<file path="config.mk">
export PLATFORM = sky130hd
export DESIGN_NAME = sel_arbiter
export DESIGN_NICKNAME = d
export VERILOG_FILES = /design/src/rtl/sel_arbiter_pkg.sv /design/src/rtl/sel_arbiter_hold_counter.sv /design/src/rtl/sel_arbiter.sv
export SDC_FILE = /design/constraint.sdc
export NUM_CORES = 1
export LEC_CHECK = 0
export CAP_MARGIN = 15
export CELL_PAD_IN_SITES_DETAIL_PLACEMENT = 1
export CELL_PAD_IN_SITES_GLOBAL_PLACEMENT = 2
export CORE_UTILIZATION = 28
export CTS_BUF_LIST = sky130_fd_sc_hd__clkbuf_4
export CTS_CLUSTER_DIAMETER = 120
export CTS_CLUSTER_SIZE = 10
export DETAILED_ROUTE_END_ITERATION = 6
export PLACE_DENSITY = 0.74
export SLEW_MARGIN = 25
export SYNTH_ARGS = -nofsm -noshare
export SYNTH_HDL_FRONTEND = slang
export SYNTH_HIERARCHICAL = 1
export SYNTH_SLANG_ARGS = --single-unit
</file>
<file path="constraint.sdc">
create_clock -name clk -period 2.49 [get_ports clk]
set_clock_uncertainty 0.05 [all_clocks]
set_input_delay 0.249 -clock clk [delete_from_list [all_inputs] [get_ports clk]]
set_output_delay 0.249 -clock clk [all_outputs]
set_load 0.01 [all_outputs]
</file>
<file path="src/rtl/sel_arbiter_pkg.sv">
// Shared definitions for the two-requester select arbiter: state encoding,
// default sizing and the state-to-grant decode.
package sel_arbiter_pkg;

  localparam int unsigned DEF_MAX_HOLD = 8;
  localparam int unsigned DEF_CNT_W    = 4;

  typedef enum logic [1:0] {
    ST_IDLE = 2'd0,
    ST_OWN0 = 2'd1,
    ST_OWN1 = 2'd2
  } state_t;

  typedef struct packed {
    logic gnt0;
    logic gnt1;
    logic sel;
    logic busy;
  } grant_t;

  // Output image of a state; the unused encoding decodes to idle
  function automatic grant_t decode_state(input state_t st);
    grant_t g;
    g = '0;
    case (st)
      ST_OWN0: begin
        g.gnt0 = 1'b1;
        g.busy = 1'b1;
      end
      ST_OWN1: begin
        g.gnt1 = 1'b1;
        g.sel  = 1'b1;
        g.busy = 1'b1;
      end
      default: g = '0;
    endcase
    return g;
  endfunction

endpackage

</file>
<file path="src/rtl/sel_arbiter_hold_counter.sv">
// Saturating hold counter: counts cycles of continuous ownership and flags
// when the owner has reached its hold limit.
module sel_arbiter_hold_counter #(
  parameter int unsigned CNT_W   = 4,
  parameter int unsigned MAX_VAL = 7
) (
  input  logic             clk,
  input  logic             rst_n,
  input  logic             clr,
  input  logic             en,
  output logic [CNT_W-1:0] cnt,
  output logic             at_max
);

  assign at_max = (cnt == CNT_W'(MAX_VAL));

  // Clear wins over enable; the count parks at MAX_VAL
  always_ff @(posedge clk or negedge rst_n) begin
    if (!rst_n) begin
      cnt <= '0;
    end else if (clr) begin
      cnt <= '0;
    end else if (en && !at_max) begin
      cnt <= cnt + CNT_W'(1);
    end
  end

endmodule

</file>
<file path="src/rtl/sel_arbiter.sv">
// Two-requester round-robin arbiter owning the select line of the shared
// 1-to-2 decoder; a hold counter bounds ownership while the other side waits.
module sel_arbiter
  import sel_arbiter_pkg::*;
#(
  parameter int unsigned MAX_HOLD = DEF_MAX_HOLD,
  parameter int unsigned CNT_W    = DEF_CNT_W
) (
  input  logic             clk,
  input  logic             rst_n,
  input  logic             req0,
  input  logic             req1,
  input  logic             done0,
  input  logic             done1,
  output logic             gnt0,
  output logic             gnt1,
  output logic             sel,
  output logic             busy,
  output logic [CNT_W-1:0] hold_cnt
);

  state_t state_q;
  state_t state_d;
  logic   last_q;
  logic   last_d;
  logic   at_max;
  logic   cnt_clr;
  logic   cnt_en;
  grant_t grant_d;

  // Next-state: release on done, dropped request, or hold limit with a waiter
  always_comb begin
    state_d = state_q;
    last_d  = last_q;
    case (state_q)
      ST_OWN0: begin
        if (done0 || !req0 || (at_max && req1)) begin
          state_d = req1 ? ST_OWN1 : ST_IDLE;
        end
      end
      ST_OWN1: begin
        if (done1 || !req1 || (at_max && req0)) begin
          state_d = req0 ? ST_OWN0 : ST_IDLE;
        end
      end
      default: begin
        state_d = ST_IDLE;
        if (req0 && (!req1 || last_q)) begin
          state_d = ST_OWN0;
        end else if (req1) begin
          state_d = ST_OWN1;
        end
      end
    endcase
    if (state_d != state_q) begin
      if (state_d == ST_OWN0) last_d = 1'b0;
      if (state_d == ST_OWN1) last_d = 1'b1;
    end
  end

  assign cnt_clr = (state_d != state_q) || (state_d == ST_IDLE);
  assign cnt_en  = !cnt_clr;
  assign grant_d = decode_state(state_d);

  // State, priority pointer and grant outputs all register together
  always_ff @(posedge clk or negedge rst_n) begin
    if (!rst_n) begin
      state_q <= ST_IDLE;
      last_q  <= 1'b1;
      gnt0    <= 1'b0;
      gnt1    <= 1'b0;
      sel     <= 1'b0;
      busy    <= 1'b0;
    end else begin
      state_q <= state_d;
      last_q  <= last_d;
      gnt0    <= grant_d.gnt0;
      gnt1    <= grant_d.gnt1;
      sel     <= grant_d.sel;
      busy    <= grant_d.busy;
    end
  end

  sel_arbiter_hold_counter #(
    .CNT_W  (CNT_W),
    .MAX_VAL(MAX_HOLD - 1)
  ) u_hold_counter (
    .clk   (clk),
    .rst_n (rst_n),
    .clr   (cnt_clr),
    .en    (cnt_en),
    .cnt   (hold_cnt),
    .at_max(at_max)
  );

endmodule
</file>
==> flow_summary.ini <==
[floorplanning]
core-area_um2 = 2250
fp.dieArea_um2 = 2620
rows = 17
io_pins = 14
die_h_um = 51.2
initial_utilization_pct = 30.1
die_x_um = 51.2

[power_and_ir_drop]
p_leak_nw = 0.557
power_density_nw_per_um2 = 1090
p_seq_share_pct = 18.6
power_mw = 1.32
power.switching_uw = 521
irDropWorstVdd_uv = 708
comb_power_share_pct = 71.4
pwr-share-clk_pct = 10.0
power.internal_uw = 801
p_sw_share_pct = 39.4

[layout]
drive_above_1_share_pct = 53.4
diodes = 0
postLayoutCellArea_um2 = 1210
final_common_cell = buf_4
final_cells = 144
layout_common_cells = buf_4, clkdlybuf4s50_1, dfrtp_1
synthToLayoutAreaGrowth_pct = 78.6
nFillCells = 262
multi_input_area_um2 = 522
regArea_um2 = 251
nets = 129

[sta]
fin_ws_ns = -0.0389
finalCritPeriodShare_pct = 102
slew_viol_final = 0
worstMarginPinSlew_ns = 0.473
hold_viol = 0
fin_crit_ns = 2.53
final.setup.tns_ns = -0.0618
relSlewSlack_pct = 68.3
finalSetupViolations = 2
max_freq_mhz = 395
rsz0062_at_grt = true

[detailed_routing]
route.detailed.drc = 0
ant_nets = 0
routed-via-count = 694
post_drt_wl_per_cell_um = 16.1
drtIter0Drc = 2
totalWireLength_mm = 2.32
first_pass_iters = 3
vias_per_cell = 4.82

[global_route]
grt_pass1_wl_mm = 3.53
grt_pass1_vias = 721
grt_util_all_layers_pct = 18.4
antenna_found_initial = 0
grt-ovfl-total = 0
grt_max_degree = 11

[placement]
place_area_um2 = 1020
io_buffers = 13
dp_cells = 130
place.gp.congestion = 0.795
place_hpwl_mm = 1.61

[cts]
cts_buffer_depth = 2
cts_tree = yes
ctsRootBufferMaster = clkbuf_4
htreeDepth = 1
clkSinkCount = 10
clock_latency_ns = 0.27
numCtsBuffers = 3
cts.clk_slew.worst_paths_ns = 0.08

[synthesis]
syn-mean-instance-area_um2 = 9.55
synth_ff_type = dfrtp_1
synth_xor_area_share_pct = 0
synthSimpleGateAreaFrac_pct = 24.0
yosys_warnings = 6
synthArstFlopShare_pct = 100
yosys.area.top_type = dfrtp_1
synth_edf_count = 0
synth_top_family_by_area = simple AND/OR/NAND/NOR gates
ys_seq_area_share_pct = 37.1
synth-compound-area-share_pct = 18.6
synthAdderAreaFrac_pct = 11.1
netlist_area_um2 = 678
ys_seq_elements = 10
synth_mux_area_share_pct = 4.80
synth_area_leaders = dfrtp_1, ha_1, dfstp_2, nand2_1, nand2b_1
synthCells = 71
synth.distinct_cells = 39
syn_nets = 83
synth_top_area_share_pct = 33.2

[critical_path]
critPathBufInv = 2
critPathLaunch = u_hold_counter/cnt[1]
cp_cell_sequence = ha_2, and3b_2, nand2_4, nand4_4, and2_4, o31ai_4, inv_2, ha_4, inv_4, and2_4, a32oi_2, mux2_4
start_kind = flip-flop
r2r_slack_ns = -0.04
rr_worst_depth = 12
critPathMaxStageDelay_ns = 0.39
cp_top_family = simple AND/OR/NAND/NOR gates
critical_path_class = flip-flop to flip-flop
worstReg2RegEnd = last_q
cp.required_ns = 2.62
endpoint = last_q
cpMostUsedCell = and2_4
crit_path_end_kind = flip-flop
slowest_stage = dfrtp_1
path_max_fanout = 3
arrival_ns = 2.66
r2r-start = u_hold_counter/cnt[1]
crit_cells = 12

[run_status]
status = finished with violations
violations = negative setup slack

[worst_hold_path]
hp-class = primary input to async pin

[run]
maxCapViolCount = 0
## power groups by stage
stage	logic (mW)	clock network [mW]	registers [mW]
floorplan	0.362	0	0.254
global placement	0.663	0	0.245
detailed placement	0.684	0	0.248
CTS	0.802	0.134	0.246
global route	1.01	0.144	0.251
finish	0.944	0.132	0.246
## worst min path at each step
stage               startpoint               endpoint  slack [ns]  cells past startpoint
floorplan                rst_n                   busy        -0.1                      0
global placement         rst_n  u_hold_counter/cnt[1]        0.55                      1
detailed placement       rst_n  u_hold_counter/cnt[1]        0.56                      1
CTS                      rst_n  u_hold_counter/cnt[1]        0.26                      1
global route             rst_n  u_hold_counter/cnt[2]        0.28                      1
finish                   rst_n  u_hold_counter/cnt[0]        0.24                      1
## Yosys cell counts, types with 2 or more instances
library cell / count
o21ai_1: 2
inv_1: 4
o21ai_0: 3
nor2b_1: 3
ha_1: 6
a21oi_1: 3
inv_2: 2
dfrtp_1: 9
nand2_1: 6
o211ai_1: 2
nand2b_1: 3
## flip-flops by register name, indices dropped and copies added (netlist names)
name                cells
gnt1                    1
state_q                 2
gnt0                    1
u_hold_counter/cnt      4
last_q                  1
busy                    1
## cell type report
| cell class | count | share of cell area [%] |
|---|---|---|
| multi-input cells | 54 | 43.1 |
| repair buffers | 42 | 28.7 |
| flip-flops and latches | 10 | 20.8 |
| well taps | 28 | 2.89 |
| clock buffers | 4 | 2.48 |
| inverters | 6 | 2.07 |
## repair_timing
item                                    4_1_cts  5_1_grt
pin swaps                                     6        6
resized for setup                             8       14
endpoints found under the setup margin        4        5
buffers inserted                              6        4
hold buffers                                  0        0
## cells by family (layout without fill, tap and decap cells)
group	after synthesis	in the layout
flip-flops	10	10
buffers and inverters	7	52
adder cells (fa/ha/maj)	6	6
AO/OA/AOI/OAI	19	19
AND/OR/NAND/NOR	26	26
multiplexers	3	3
## through the flow
step	worst slack [ns]	hold WS, ns	utilization [%]
floorplan	0.00842	-0.0966	-
global placement	-0.130	0.550	45.1
detailed placement	-0.191	0.558	45.1
CTS	-0.110	0.262	49.6
global route	-0.131	0.280	53.7
finish	-0.0389	0.241	53.7
## routing by layer
layer	track usage, %	wire length [um]	vias to the layer above	part of all wire [%]
li1	-	-	343	-
met1	24.7	1040	346	45
met2	31.8	1250	5	54
met3	3.57	37	0	1.6
met4	1.35	0	0	0
met5	0	0	-	0
No activity file was read; power rests on OpenSTA's default activity.
